`src/rtl/fp_mul_pkg.sv`:
```
// Shared widths, constants and stage records for the multiplier normalize/round/pack back end.
package fp_mul_pkg;

    localparam int BIAS     = 127;
    localparam int EXP_MAX  = 255;
    localparam int MANT_W   = 48;
    localparam int FRAC_W   = 23;
    localparam int EXP_W    = 11;
    localparam int EXP_IN_W = 10;
    localparam int CNT_W    = 6;
    localparam int DATA_W   = 32;

    // S1 -> S2: normalized product without its leading (hidden) bit
    typedef struct packed {
        logic              valid;
        logic              sign;
        logic [EXP_W-1:0]  exp;
        logic [MANT_W-2:0] norm;
        logic              z;
    } s1_rec_t;

    // S2 -> S3: rounded fraction plus the bits that decide inexactness
    typedef struct packed {
        logic              valid;
        logic              sign;
        logic [EXP_W-1:0]  exp;
        logic [FRAC_W-1:0] frac;
        logic              g;
        logic              s;
        logic              z;
    } s2_rec_t;

    function automatic logic [DATA_W-1:0] pack_fp(input logic sign, input logic [7:0] e,
                                                  input logic [FRAC_W-1:0] f);
        return {sign, e, f};
    endfunction

endpackage

```
`src/rtl/fp_mul_normalize_if.sv`:
```
// Upstream and downstream valid/ready handshakes of the normalize back end.
interface fp_mul_normalize_if;
    import fp_mul_pkg::*;

    logic                i_valid;
    logic                o_ready;
    logic                i_sign;
    logic [EXP_IN_W-1:0] i_exp;
    logic [MANT_W-1:0]   i_mant;
    logic [CNT_W-1:0]    i_count;
    logic                o_valid;
    logic                i_ready;
    logic [DATA_W-1:0]   o_data;
    logic                o_overflow;
    logic                o_underflow;
    logic                o_inexact;

    modport slave (
        input  i_valid, i_sign, i_exp, i_mant, i_count, i_ready,
        output o_ready, o_valid, o_data, o_overflow, o_underflow, o_inexact
    );

    modport master (
        output i_valid, i_sign, i_exp, i_mant, i_count, i_ready,
        input  o_ready, o_valid, o_data, o_overflow, o_underflow, o_inexact
    );

endinterface

```
`src/rtl/fp_mul_normalize_shl_48.sv`:
```
// Six-level logarithmic left shifter; any amount of 48 or more yields zero.
module shl_48
    import fp_mul_pkg::*;
(
    input  logic [MANT_W-1:0] data,
    input  logic [CNT_W-1:0]  amt,
    output logic [MANT_W-1:0] result
);

    logic [CNT_W:0][MANT_W-1:0] stage;

    assign stage[0] = data;

    generate
        for (genvar gi = 0; gi < CNT_W; gi++) begin : g_level
            localparam int SH = 1 << gi;
            assign stage[gi+1] = amt[gi] ? {stage[gi][MANT_W-1-SH:0], {SH{1'b0}}} : stage[gi];
        end
    endgenerate

    assign result = (amt >= CNT_W'(MANT_W)) ? '0 : stage[CNT_W];

endmodule

```
`src/rtl/fp_mul_normalize.sv`:
```
// Normalize, round-to-nearest-even and pack a 48-bit significand product into binary32.
// Three-stage elastic pipeline; every stage advances together whenever the output can move.
module fp_mul_normalize
    import fp_mul_pkg::*;
(
    input  logic                i_clk,
    input  logic                i_rst,
    fp_mul_normalize_if.slave   bus
);

    localparam logic signed [EXP_W-1:0] EXP_MAX_S = EXP_W'(EXP_MAX);

    s1_rec_t           s1_reg, s1_next;
    s2_rec_t           s2_reg, s2_next;
    logic              out_valid_reg;
    logic [DATA_W-1:0] out_data_reg, out_data_next;
    logic              ovf_reg, ovf_next;
    logic              unf_reg, unf_next;
    logic              inx_reg, inx_next;

    logic              adv;
    logic [CNT_W-1:0]  cnt_sat;
    logic [MANT_W-1:0] norm_s0;
    logic              lead_unused;

    assign adv         = ~out_valid_reg | bus.i_ready;
    assign bus.o_ready = adv;
    assign cnt_sat     = (bus.i_count > CNT_W'(MANT_W)) ? CNT_W'(MANT_W) : bus.i_count;

    shl_48 u_shl (
        .data   (bus.i_mant),
        .amt    (cnt_sat),
        .result (norm_s0)
    );

    // The leading one lands on bit 47 and is implied in the packed result
    assign lead_unused = norm_s0[MANT_W-1];

    always_comb begin
        s1_next       = '0;
        s1_next.valid = bus.i_valid;
        s1_next.sign  = bus.i_sign;
        s1_next.exp   = {bus.i_exp[EXP_IN_W-1], bus.i_exp} + EXP_W'(1)
                        - {{(EXP_W-CNT_W){1'b0}}, cnt_sat};
        s1_next.norm  = norm_s0[MANT_W-2:0];
        s1_next.z     = (cnt_sat == CNT_W'(MANT_W));
    end

    logic [FRAC_W-1:0] frac_raw;
    logic [FRAC_W-1:0] frac_rnd;
    logic              guard_bit;
    logic              sticky_bit;
    logic              round_up;
    logic              carry;

    always_comb begin
        frac_raw   = s1_reg.norm[MANT_W-2 -: FRAC_W];
        guard_bit  = s1_reg.norm[MANT_W-2-FRAC_W];
        sticky_bit = |s1_reg.norm[MANT_W-3-FRAC_W:0];
        round_up   = guard_bit & (sticky_bit | frac_raw[0]);
        // An all-ones fraction wraps to zero here, which is exactly the post-carry fraction
        {carry, frac_rnd} = {1'b0, frac_raw} + {{FRAC_W{1'b0}}, round_up};

        s2_next       = '0;
        s2_next.valid = s1_reg.valid;
        s2_next.sign  = s1_reg.sign;
        s2_next.exp   = s1_reg.exp + {{(EXP_W-1){1'b0}}, carry};
        s2_next.frac  = frac_rnd;
        s2_next.g     = guard_bit;
        s2_next.s     = sticky_bit;
        s2_next.z     = s1_reg.z;
    end

    always_comb begin
        out_data_next = pack_fp(s2_reg.sign, s2_reg.exp[7:0], s2_reg.frac);
        ovf_next      = 1'b0;
        unf_next      = 1'b0;
        inx_next      = s2_reg.g | s2_reg.s;
        if (s2_reg.z) begin
            out_data_next = pack_fp(s2_reg.sign, 8'h00, '0);
            inx_next      = 1'b0;
        end else if ($signed(s2_reg.exp) >= EXP_MAX_S) begin
            out_data_next = pack_fp(s2_reg.sign, 8'hFF, '0);
            ovf_next      = 1'b1;
            inx_next      = 1'b1;
        end else if ($signed(s2_reg.exp) <= $signed(EXP_W'(0))) begin
            out_data_next = pack_fp(s2_reg.sign, 8'h00, '0);
            unf_next      = 1'b1;
            inx_next      = 1'b1;
        end
    end

    always_ff @(posedge i_clk or posedge i_rst) begin
        if (i_rst) begin
            s1_reg        <= '0;
            s2_reg        <= '0;
            out_valid_reg <= 1'b0;
            out_data_reg  <= '0;
            ovf_reg       <= 1'b0;
            unf_reg       <= 1'b0;
            inx_reg       <= 1'b0;
        end else if (adv) begin
            s1_reg        <= s1_next;
            s2_reg        <= s2_next;
            out_valid_reg <= s2_reg.valid;
            out_data_reg  <= out_data_next;
            ovf_reg       <= ovf_next;
            unf_reg       <= unf_next;
            inx_reg       <= inx_next;
        end
    end

    assign bus.o_valid     = out_valid_reg;
    assign bus.o_data      = out_data_reg;
    assign bus.o_overflow  = ovf_reg;
    assign bus.o_underflow = unf_reg;
    assign bus.o_inexact   = inx_reg;

endmodule

```
`src/flat_wrapper.sv`:
```
// flat-port wrapper written by rule: the top's interface ports become plain ports
module fp_mul_normalize_flat import fp_mul_pkg::*;
  (i_clk, i_rst, bus_i_valid, bus_i_sign, bus_i_exp, bus_i_mant, bus_i_count, bus_i_ready, bus_o_ready, bus_o_valid, bus_o_data, bus_o_overflow, bus_o_underflow, bus_o_inexact);
  fp_mul_normalize_if bus_i ();
  input  logic i_clk;
  input  logic i_rst;
  input wire logic [$bits(bus_i.i_valid)-1:0] bus_i_valid;
  input wire logic [$bits(bus_i.i_sign)-1:0] bus_i_sign;
  input wire logic [$bits(bus_i.i_exp)-1:0] bus_i_exp;
  input wire logic [$bits(bus_i.i_mant)-1:0] bus_i_mant;
  input wire logic [$bits(bus_i.i_count)-1:0] bus_i_count;
  input wire logic [$bits(bus_i.i_ready)-1:0] bus_i_ready;
  output wire logic [$bits(bus_i.o_ready)-1:0] bus_o_ready;
  output wire logic [$bits(bus_i.o_valid)-1:0] bus_o_valid;
  output wire logic [$bits(bus_i.o_data)-1:0] bus_o_data;
  output wire logic [$bits(bus_i.o_overflow)-1:0] bus_o_overflow;
  output wire logic [$bits(bus_i.o_underflow)-1:0] bus_o_underflow;
  output wire logic [$bits(bus_i.o_inexact)-1:0] bus_o_inexact;
  assign bus_i.i_valid = bus_i_valid;
  assign bus_i.i_sign = bus_i_sign;
  assign bus_i.i_exp = bus_i_exp;
  assign bus_i.i_mant = bus_i_mant;
  assign bus_i.i_count = bus_i_count;
  assign bus_i.i_ready = bus_i_ready;
  assign bus_o_ready = bus_i.o_ready;
  assign bus_o_valid = bus_i.o_valid;
  assign bus_o_data = bus_i.o_data;
  assign bus_o_overflow = bus_i.o_overflow;
  assign bus_o_underflow = bus_i.o_underflow;
  assign bus_o_inexact = bus_i.o_inexact;
  fp_mul_normalize u_core (.i_clk(i_clk), .i_rst(i_rst), .bus(bus_i));
endmodule
```
`config.mk`:
```
export PLATFORM = sky130hd
export DESIGN_NAME = fp_mul_normalize_flat
export DESIGN_NICKNAME = d
export VERILOG_FILES = /design/src/rtl/fp_mul_pkg.sv /design/src/rtl/fp_mul_normalize_if.sv /design/src/rtl/fp_mul_normalize_shl_48.sv /design/src/rtl/fp_mul_normalize.sv /design/src/flat_wrapper.sv
export SDC_FILE = /design/constraint.sdc
export NUM_CORES = 1
export LEC_CHECK = 0
export CAP_MARGIN = 20
export CORE_ASPECT_RATIO = 1.75
export CORE_MARGIN = 3
export CORE_UTILIZATION = 30
export CTS_CLUSTER_SIZE = 25
export DETAILED_ROUTE_END_ITERATION = 6
export SYNTH_ARGS = -nofsm -noshare
export SYNTH_HDL_FRONTEND = slang
export SYNTH_HIERARCHICAL = 1
export SYNTH_SLANG_ARGS = --single-unit
```
`constraint.sdc`:
```
create_clock -name i_clk -period 6.1 [get_ports i_clk]
set_input_delay 1.22 -clock i_clk [delete_from_list [all_inputs] [get_ports i_clk]]
set_output_delay 1.22 -clock i_clk [all_outputs]
set_load 0.02 [all_outputs]
```
**Word level (Yosys, flattened, before mapping)**

Index checks and enable logic that the tools add are counted.

- Add/sub/neg operators: 4
- Multipliers: 0
- Div/mod/pow operators: 0
- Order comparisons: 4
- Eq/ne operators: 1
- Shift operators: 0
- Mux-type cells: 19
- Bitwise logic cells: 5
- Reduce and logical (&&, ||, !) cells: 1

Operator list:

| kind | number |
|---|---|
| $mux 47 | 7 |
| $mux 31 | 3 |
| $add 23x1->24 | 1 |
| $reduce_or 23->1 | 1 |
| $add 10x2->11 const B | 1 |
| $add 11x1->11 | 1 |
| $ge 11x9->1 const B | 1 |
| $le 11x1->1 const B | 1 |
| $sub 11x6->11 | 1 |
| $mux 1 | 8 |
| $eq 6x6->1 const B | 1 |
| $ge 6x6->1 const B | 1 |
| $gt 6x6->1 const B | 1 |
| $mux 6 | 1 |
| $or 1x1->1 | 3 |
| $and 1x1->1 | 1 |
| $not 1->1 | 1 |

- Register bits after elaboration: 136
- Latch bits: 0
- Bits in writable memories: 0
- ROM bits: 0
- Bits of input ports: 69
- Memories: 0

**Longest topological paths before layout**

Gate-level depths: netlist of the first run.

- Word-level depth: 9
- Mapped depth: 13

**Cells and area by module**

The synthesis of the first run kept the hierarchy.

By module, submodules not included:

| module | times used | cells each | area each (um2) | seq. area each (um2) |
|---|---|---|---|---|
| fp_mul_normalize | 1 | 714 | 6321.1 | 3403.3 |
| shl_48 | 1 | 318 | 2887.8 | 0.0 |

**Worst setup path after synthesis of the first run**

OpenSTA, ideal clock, no wires.

- Path type: input to register
- Start: input bus_i_count[4]
- End: register u_core/s1_reg[57] (netlist bit)
- Arrival: 3.089 ns
- Setup slack: 2.886 ns
- Stages: 12
- Buffers on the path: 0
- Path through: nand2_1 -> and2_1 -> ha_1 -> inv_1 -> ha_1 -> inv_1 -> fa_1 -> nor2b_1 -> o31a_1 -> o41ai_1 -> mux2i_1 -> nand2_1

- Longest elaborated chain between the ends: 3

Ends and longest elaborated chain:

| element | line | source |
|---|---|---|
| from (decl) | flat_wrapper.sv:11 | `input wire logic [$bits(bus_i.i_count)-1:0] bus_i_count;` |
| $gt 6x6->1 | fp_mul_normalize.sv:28 | `assign cnt_sat = (bus.i_count > CNT_W'(MANT_W)) ? CNT_W'(MANT_W) : bus.i_count;` |
| $mux 6 | fp_mul_normalize.sv:28 |  |
| net u_core.cnt_sat[1] | fp_mul_normalize.sv:22 | `logic [CNT_W-1:0] cnt_sat;` |
| $sub 11x6->11 | fp_mul_normalize.sv:44 | `- {{(EXP_W-CNT_W){1'b0}}, cnt_sat};` |
| to (signal assigned) | fp_mul_normalize.sv:103 | `s1_reg <= s1_next;` |
| to (decl) | fp_mul_normalize.sv:13 | `s1_rec_t s1_reg, s1_next;` |

The timed path passes the listed nets, and every way through them passes these cells.
A chain may end at the register's enable or synchronous reset.

**Worst setup path in the final report of the first run**

- Start: input bus_i_count[4]
- End: register u_core.s1_reg (netlist bit u_core/frac_raw[18])

- Longest elaborated chain between the ends: 9

Ends and longest elaborated chain:

| element | line | source |
|---|---|---|
| $gt 6x6->1 (*) | fp_mul_normalize.sv:28 |  |
| $mux 6 (*) | fp_mul_normalize.sv:28 |  |
| net u_core.cnt_sat[0] | fp_mul_normalize.sv:22 |  |
| $mux 47 (6 in series) | fp_mul_normalize_shl_48.sv:17 | `assign stage[gi+1] = amt[gi] ? {stage[gi][MANT_W-1-SH:0], {SH{1'b0}}} : stage[gi];` |
| $mux 47 (*) | fp_mul_normalize_shl_48.sv:21 | `assign result = (amt >= CNT_W'(MANT_W)) ? '0 : stage[CNT_W];` |
| net u_core.norm_s0[42] | fp_mul_normalize.sv:23 | `logic [MANT_W-1:0] norm_s0;` |

The timed path passes the listed nets; every way through them passes the cells marked *.

==> results.py, run 1 <==
metrics = {
    "route": {
        "met3_length_um": 666,
        "vias": 7390,
        "wl_met2_mm": 12.7,
        "wl_per_cell_um": 16.2,
        "antenna_violating_nets_post_route": 0,
        "routed_wl_mm": 24.0,
        "viasPerCell": 4.99,
        "wl_met1_mm": 9.84,
        "firstDrtPassIters": 5,
        "route.detailed.drc": 0,
        "maxUsedRoutingLayer": "met4",
        "drt_iter0_markers": 364,
    },
    "power": {
        "power.internal_uw": 2300,
        "seqPwrFrac_pct": 38.2,
        "leakagePower_uw": 0.00470,
        "power_frac_clock_pct": 29.1,
        "p_comb_share_pct": 32.7,
        "power_density_nw_per_um2": 319,
        "switching_power_uw": 1210,
        "switching_share_pct": 34.4,
        "peakVddDrop_mv": 0.201,
    },
    "die": {
        "core_um2": 29700,
        "io_pins": 106,
        "die_y_um": 237,
        "rows": 83,
        "initial_utilization_pct": 30.7,
        "die-area_um2": 32600,
        "dieWidth_um": 138,
    },
    "layout": {
        "fin_area_um2": 11000,
        "final_common_cell": "nand2_1",
        "final_cell_mix": "315 x nand2_1, 136 x dfrtp_1, 104 x clkdlybuf4s50_1",
        "area_growth_pct": 20.6,
        "largest_register_ffs": 39,
        "seq_area_um2": 3400,
        "nFillCells": 3135,
        "diodes": 0,
        "multi_input_area_um2": 5280,
        "final_nets": 1178,
        "drive_above_1_share_pct": 12.1,
    },
    "global_routing": {
        "gr-total-overflow": 0,
        "grt_pass1_wl_mm": 39.3,
        "grt_pass1_vias": 7440,
        "grt_antenna_before_repair": 0,
        "track_usage_pct": 15.2,
        "grt_start_max_net_pins": 101,
    },
    "run": {
        "cap_violations": 0,
    },
    "worst_setup_path": {
        "required_ns": 6.40,
        "worstPathMaxFanout": 27,
        "path_class": "input pin to flip-flop",
        "arrival_ns": 4.26,
        "reg2reg_slack_ns": 3.21,
        "worstSetupEndpointType": "flip-flop",
        "start_kind": "input pin",
    },
    "timing": {
        "worst_pin_slew_ns": 0.986,
        "max_slew_margin_pct": 34.2,
        "grt_setup_unrepaired": "false",
        "clock.fmax_ghz": 0.253,
        "finalMaxSlewViolations": 0,
        "period_share_pct": 64.9,
        "min_period_ns": 3.96,
        "fin_skew_ns": 0.00647,
        "finalHoldViolations": 0,
        "setup_viol": 0,
        "fin_tns_setup_ns": 0,
    },
    "status": {
        "status": "complete, no violations",
    },
    "cts": {
        "cts_tree": "yes",
        "root_buffer": "clkbuf_16",
        "cts_resized": 0,
        "hold_buffers": 0,
        "cts_buffers": 17,
        "post-cts-setup-buffers": 0,
        "cts_buffer_depth": 2,
        "clkSlewWorstSetupHoldPaths_ns": 0.06,
        "htreeDepth": 4,
        "clkLatencyLatePin_ns": 0.42,
        "cts_sinks": 136,
    },
    "worst_hold_path": {
        "hold_path_class": "flip-flop to flip-flop",
    },
    "yosys": {
        "synthCells": 1025,
        "syn-num-nets": 1113,
        "synthesis.area_um2": 9130,
        "avgSynthCellArea_um2": 8.91,
        "yosysWarnings": 6,
    },
    "place": {
        "portBuffers": 104,
        "dpl_cell_area_um2": 10400,
        "place_hpwl_mm": 18.3,
        "globalplace.congestion": 0.917,
    },
}
cell type report:
cell class,instances,area share (%)
clock buffer,20,4.24
clock inverter,9,1.14
inverter,25,0.875
multi-input combinational,792,48.0
sequential,136,30.9
tap,382,4.34
timing repair buffer,118,10.5
per-stage QoR:
stage          worst slack, ns  util [%]  hold slack, ns  instances  total power [µW]
6_report                  2.14      37.1           0.463       1482              3510
5_1_grt                   1.93      37.1           0.492       1482              3750
4_1_cts                   2.14      37.1           0.468       1482              3560
3_5_place_dp              1.69      35.1           0.455       1453              2520
3_3_place_gp              1.70      35.1           0.443       1453              2500
2_1_floorplan             1.24         -           0.430       1025              2100
worst max-delay path, cell delays in order:
cell and delay, ns:
clkdlybuf4s50_1 0.44, nand2_1 0.15, nand2_1 0.11, inv_2 0.40
buf_12 0.29, mux4_2 0.55, mux2_4 0.32, mux2i_1 0.30
or2_2 0.18, o221ai_1 0.10, nand2_1 0.10, nand2_1 0.06
metal layers:
metal  GRT usage, %  vias up
met2           27.2      164
met5              0        -
met3           2.30       39
li1               -     3709
met4           6.11        0
met1           17.9     3478
power by group through the flow:
stage	combinational [µW]	clock (µW)	sequential [µW]
detailed placement	1160	0	1360
global route	1280	1090	1380
global placement	1150	0	1350
finish	1150	1020	1340
CTS	1170	1050	1340
floorplan	704	0	1390
worst paths after layout:
path | start | endpoint | depth (start not counted)
worst max-delay path | bus_i_count[4] | u_core/frac_raw[18] | 12
worst min-delay path | u_core/s2_reg[38] | u_core/bus.o_valid | 1
worst max register to register | u_core/frac_raw[2] | u_core/s2_reg[30] | 8
worst min register to register | u_core/s2_reg[38] | u_core/bus.o_valid | 1
max in group asynchronous | i_rst | u_core/frac_raw[8] | 3
min in group asynchronous | i_rst | u_core/bus.o_data[0] | 2
(Power assumes the default switching activity.)
==> run 2: changes to the inputs <==
==> constraint.sdc (replaced) <==
create_clock -name i_clk -period 3.9 [get_ports i_clk]
set_input_delay 0.78 -clock i_clk [delete_from_list [all_inputs] [get_ports i_clk]]
set_output_delay 0.78 -clock i_clk [all_outputs]
set_load 0.02 [all_outputs]
==> run 2 against run 1 <==
  * Via count grew 1.1%
  * Sequential share of layout area shrank 0.47 points
  * Setup slack lost 1.5 ns
  * Highest routed layer unchanged
  * Cell count grew 0.81%
  * Routed wire length shrank 1.0%
  * Core utilization grew 0.58 points
  * Non-clock buffer count grew 10
  * Clock-buffer cell count grew 2
==> results.py, run 2 (synthesis results as in run 1) <==
metrics = {
    "layout": {
        "nFillCells": 3127,
        "drive_above_1_share_pct": 12.8,
        "final_common_cell": "nand2_1",
        "final_nets": 1188,
        "largest_register_ffs": 39,
        "post-route-util_pct": 37.6,
        "area_growth_pct": 22.5,
        "diodes": 0,
        "final_cell_mix": "315 x nand2_1, 136 x dfrtp_1, 104 x clkdlybuf4s50_1",
        "fin_cells": 1494,
    },
    "worst_setup_path": {
        "r2r_start": "u_core/frac_raw[2]",
        "path_class": "input pin to flip-flop",
        "crit_start": "bus_i_count[4]",
        "worstSetupEndpointType": "flip-flop",
        "arrival_ns": 3.46,
        "required_ns": 4.15,
        "start_kind": "input pin",
        "worstPathMaxFanout": 23,
    },
    "route": {
        "wl_per_cell_um": 15.9,
        "vias": 7474,
        "antenna_violating_nets_post_route": 0,
        "firstDrtPassIters": 4,
        "route.detailed.drc": 0,
        "routed_wl_mm": 23.8,
        "viasPerCell": 5.00,
        "drt_iter0_markers": 420,
    },
    "power": {
        "peakVddDrop_mv": 0.488,
        "power_uw": 5580,
        "leakagePower_uw": 0.00477,
        "power_density_nw_per_um2": 499,
    },
    "cts": {
        "cts_buffers": 17,
        "post-cts-setup-buffers": 0,
        "clkLatencyLatePin_ns": 0.42,
        "hold_buffers": 0,
        "cts_buffer_depth": 2,
        "htreeDepth": 4,
        "cts_sinks": 136,
        "root_buffer": "clkbuf_16",
        "cts_resized": 0,
        "clkSlewWorstSetupHoldPaths_ns": 0.05,
        "cts_tree": "yes",
    },
    "place": {
        "dp.cells": 1463,
        "globalplace.congestion": 0.987,
        "dp_slack_ns": 0.248,
        "place_hpwl_mm": 18.1,
        "portBuffers": 104,
    },
    "global_routing": {
        "grt_pass1_wl_mm": 39.0,
        "grt_antenna_before_repair": 0,
        "track_usage_pct": 15.0,
        "grt_pass1_vias": 7426,
        "gr-total-overflow": 0,
        "grt_start_max_net_pins": 179,
    },
    "worst_hold_path": {
        "worstHoldStart": "u_core/s2_reg[38]",
        "hold_path_class": "flip-flop to flip-flop",
    },
    "timing": {
        "period_share_pct": 82.4,
        "setup_viol": 0,
        "grt_setup_unrepaired": "false",
        "worst_pin_slew_ns": 0.975,
        "fin_skew_ns": 0.0104,
        "finalMaxSlewViolations": 0,
        "clock.fmax_ghz": 0.311,
        "max_slew_margin_pct": 35.0,
        "fin_tns_setup_ns": 0,
        "finalHoldViolations": 0,
        "min_period_ns": 3.21,
        "worst_slack_ns": 0.687,
    },
    "die": {
        "core_um2": 29700,
        "io_pins": 106,
        "rows": 83,
        "dieWidth_um": 138,
        "initial_utilization_pct": 30.7,
        "die_y_um": 237,
        "die-area_um2": 32600,
    },
    "run": {
        "cap_violations": 0,
    },
    "status": {
        "status": "complete, no violations",
    },
}
-- run 2: cell type report --
class                   instances  area [µm²]  area share (%)
well taps                     382         478            4.27
clock inverters                 9         148            1.32
inverters                      25        97.6           0.873
repair buffers                128        1310            11.7
clock buffers                  22         464            4.15
multi-input cells             792        5280            47.2
flip-flops and latches        136        3400            30.4
-- run 2: critical path, stage by stage --
cell and delay (ns):
clkdlybuf4s50_1 0.42, nand2_1 0.14, nand2_1 0.16, inv_2 0.10
buf_12 0.19, buf_12 0.22, mux4_2 0.53, mux2_2 0.29
nor3_1 0.14, a2111o_1 0.15, o211ai_1 0.13, nand2_1 0.09
o21ai_0 0.09
-- run 2: report_power, final --
| group | leakage [µW] | switching, µW | total (µW) | internal [µW] |
|---|---|---|---|---|
| clock network | 0.000300 | 570 | 1660 | 1090 |
| registers | 0.00175 | 291 | 2090 | 1800 |
| logic | 0.00273 | 1030 | 1820 | 793 |
-- run 2: final timing paths --
check	endpoint	slack [ns]	depth (start not counted)
setup / recovery	u_core/frac_raw[22]	0.69	13
hold / removal	u_core/s2_reg[38]	0.46	2
setup reg to reg	u_core/s2_reg[30]	0.99	8
hold reg to reg	u_core/s2_reg[38]	0.46	2
max in group asynchronous	u_core/s2_reg[15]	2.31	3
min in group asynchronous	u_core/bus.o_data[27]	0.79	2
-- run 2: through the flow --
step,cell area (µm²),hold WS [ns]
finish,11200,0.455
global route,11200,0.480
CTS,11200,0.459
detailed placement,10600,0.447
global placement,10600,0.442
floorplan,9130,0.430
-- run 2: per-layer routing --
metal | up-vias | share of wire [%] | track usage [%]
li1 | 3736 | - | -
met1 | 3545 | 41 | 17.7
met2 | 158 | 53 | 26.6
met3 | 35 | 3.0 | 2.30
met4 | 0 | 3.0 | 6.56
met5 | - | 0 | 0
==> run 3: changes to the inputs <==
==> constraint.sdc (replaced) <==
create_clock -name i_clk -period 3.1 [get_ports i_clk]
set_input_delay 0.62 -clock i_clk [delete_from_list [all_inputs] [get_ports i_clk]]
set_output_delay 0.62 -clock i_clk [all_outputs]
set_load 0.02 [all_outputs]
==> run 3 against run 2 <==
  * Cell area grew 4.7%
  * Clock power grew 23%
  * Routed wire length up 4.6%
  * Sequential cell count did not move
  * Clock skew up 0.0025 ns
  * Non-clock buffer count grew 66
  * Via count grew 4.3%
  * Core utilization rose by 1.8 points
  * Worst hold slack better by 0.0045 ns
  * Highest routed layer unchanged
==> results.py, run 3 (synthesis results as in run 1) <==
metrics = {
    "worst_setup_path": {
        "crit_start": "bus_i_count[4]",
        "r2r_start": "u_core/frac_raw[2]",
        "worstSetupEndpointType": "flip-flop",
        "reg2reg_slack_ns": 0.30,
        "crit_path_end": "u_core/frac_raw[12]",
        "critPathSlowestCell": "mux4_2",
        "path_cells": "clkdlybuf4s50_1 -> nand2_1 -> nand2_2 -> inv_2 -> buf_12 -> mux4_2 -> mux2_2 -> mux2i_1 -> buf_4 -> o22a_1 -> o21ai_0 -> nand2_1 -> nand2_1",
        "start_kind": "input pin",
        "worstReg2RegEnd": "u_core/s2_reg[30]",
        "crit_family": "multiplexers",
        "critPathMaxStageDelay_ns": 0.53,
        "required_ns": 3.42,
        "worstPathMaxFanout": 18,
        "cp.depth": 13,
        "cpMostUsedCell": "nand2_1",
        "critPathBufInv": 4,
        "path_class": "input pin to flip-flop",
        "arrival_ns": 3.31,
        "r2r_cells": 9,
    },
    "cts": {
        "cts_buffers": 17,
        "clkLatencyLatePin_ns": 0.43,
        "root_buffer": "clkbuf_16",
        "clkSlewWorstSetupHoldPaths_ns": 0.06,
        "hold_buffers": 0,
        "htreeDepth": 4,
        "cts_buffer_depth": 2,
        "cts_tree": "yes",
        "cts_sinks": 136,
        "cts_resized": 0,
        "post-cts-setup-buffers": 0,
    },
    "die": {
        "io_pins": 106,
        "rows": 83,
        "die-area_um2": 32600,
        "dieWidth_um": 138,
        "core_um2": 29700,
        "die_y_um": 237,
        "initial_utilization_pct": 30.7,
    },
    "route": {
        "wl_per_cell_um": 15.9,
        "routed_wl_mm": 24.9,
        "antenna_violating_nets_post_route": 0,
        "drt_iter0_markers": 398,
        "vias": 7798,
        "firstDrtPassIters": 5,
        "viasPerCell": 5.00,
        "route.detailed.drc": 0,
    },
    "timing": {
        "max_slew_margin_pct": 47.2,
        "finalHoldViolations": 0,
        "period_share_pct": 96.5,
        "worst_pin_slew_ns": 0.790,
        "fin_skew_ns": 0.0129,
        "finalMaxSlewViolations": 0,
        "clock.fmax_ghz": 0.334,
        "setup_viol": 0,
        "fin_hold_ws_ns": 0.460,
        "min_period_ns": 2.99,
        "grt_setup_unrepaired": "false",
    },
    "layout": {
        "largest_register_ffs": 39,
        "multi_input_area_um2": 5300,
        "area_growth_pct": 28.3,
        "final_common_cell": "nand2_1",
        "seq_area_um2": 3400,
        "fin_cells": 1559,
        "final_nets": 1254,
        "nFillCells": 3061,
        "drive_above_1_share_pct": 17.9,
        "diodes": 0,
        "final_cell_mix": "314 x nand2_1, 136 x dfrtp_1, 104 x clkdlybuf4s50_1",
    },
    "place": {
        "portBuffers": 104,
        "globalplace.congestion": 0.934,
        "place_hpwl_mm": 19.1,
        "dp.cells": 1529,
    },
    "global_routing": {
        "grt_antenna_before_repair": 0,
        "gr-total-overflow": 0,
        "grt_pass1_wl_mm": 40.5,
        "grt_start_max_net_pins": 179,
        "grt_pass1_vias": 7819,
        "track_usage_pct": 15.7,
    },
    "power": {
        "leakagePower_uw": 0.00510,
        "peakVddDrop_mv": 0.513,
        "power_density_nw_per_um2": 608,
    },
    "run": {
        "cap_violations": 0,
    },
    "worst_hold_path": {
        "hold_path_class": "flip-flop to flip-flop",
        "worstHoldStart": "u_core/s2_reg[38]",
    },
    "status": {
        "status": "complete, no violations",
    },
}
-- run 3: metrics by stage --
| stage | util (%) | cell area, µm² | power [µW] | setup slack, ns | setup TNS (ns) |
|---|---|---|---|---|---|
| after floorplan | - | 9130 | 4130 | 0.486 | 0 |
| after global placement | 37.3 | 11100 | 5090 | -0.388 | -8.57 |
| after detailed placement | 37.3 | 11100 | 5140 | -0.355 | -8.95 |
| after CTS | 39.3 | 11700 | 7220 | 0.0434 | 0 |
| after global routing | 39.4 | 11700 | 7620 | 0.0111 | 0 |
| final | 39.4 | 11700 | 7120 | 0.109 | 0 |
-- run 3: final cells by class --
class / count / area share [%]
clock buffer: 22 / 4.05
clock inverter: 8 / 1.04
inverter: 25 / 0.833
multi-input combinational: 792 / 45.3
sequential: 136 / 29.1
tap: 382 / 4.08
timing repair buffer: 194 / 15.7
-- run 3: how the worst min path moves through the flow --
stage	end	slack, ns	cells past startpoint
after detailed placement	u_core/s2_reg[38]	0.45	2
after global placement	u_core/s2_reg[38]	0.44	2
after CTS	u_core/s2_reg[38]	0.47	2
after global routing	u_core/s2_reg[38]	0.48	2
final	u_core/s2_reg[38]	0.46	2
after floorplan	u_core/s2_reg[38]	0.43	2
-- run 3: worst reg2reg max path: stages, from the launching register on --
cell     delay [ns]
dfrtp_1        0.44
nand4_2        0.19
or4_4          0.64
nor4_2         0.38
buf_4          0.18
ha_1           0.18
ha_1           0.26
nand3_1        0.12
xor2_1         0.16
o21ai_0        0.09
-- run 3: power breakdown --
group          switching [µW]  total [µW]  internal, µW
combinational            1330        2450          1110
clock                     724        2040          1320
sequential                371        2630          2260
total                    2430        7120          4690
-- run 3: layer usage --
metal	part of all wire, %	track usage, %	vias to the layer above
li1	-	-	3861
met1	39	17.7	3695
met2	54	28.4	190
met3	3.2	2.13	52
met4	4.2	7.64	0
met5	0	0	-
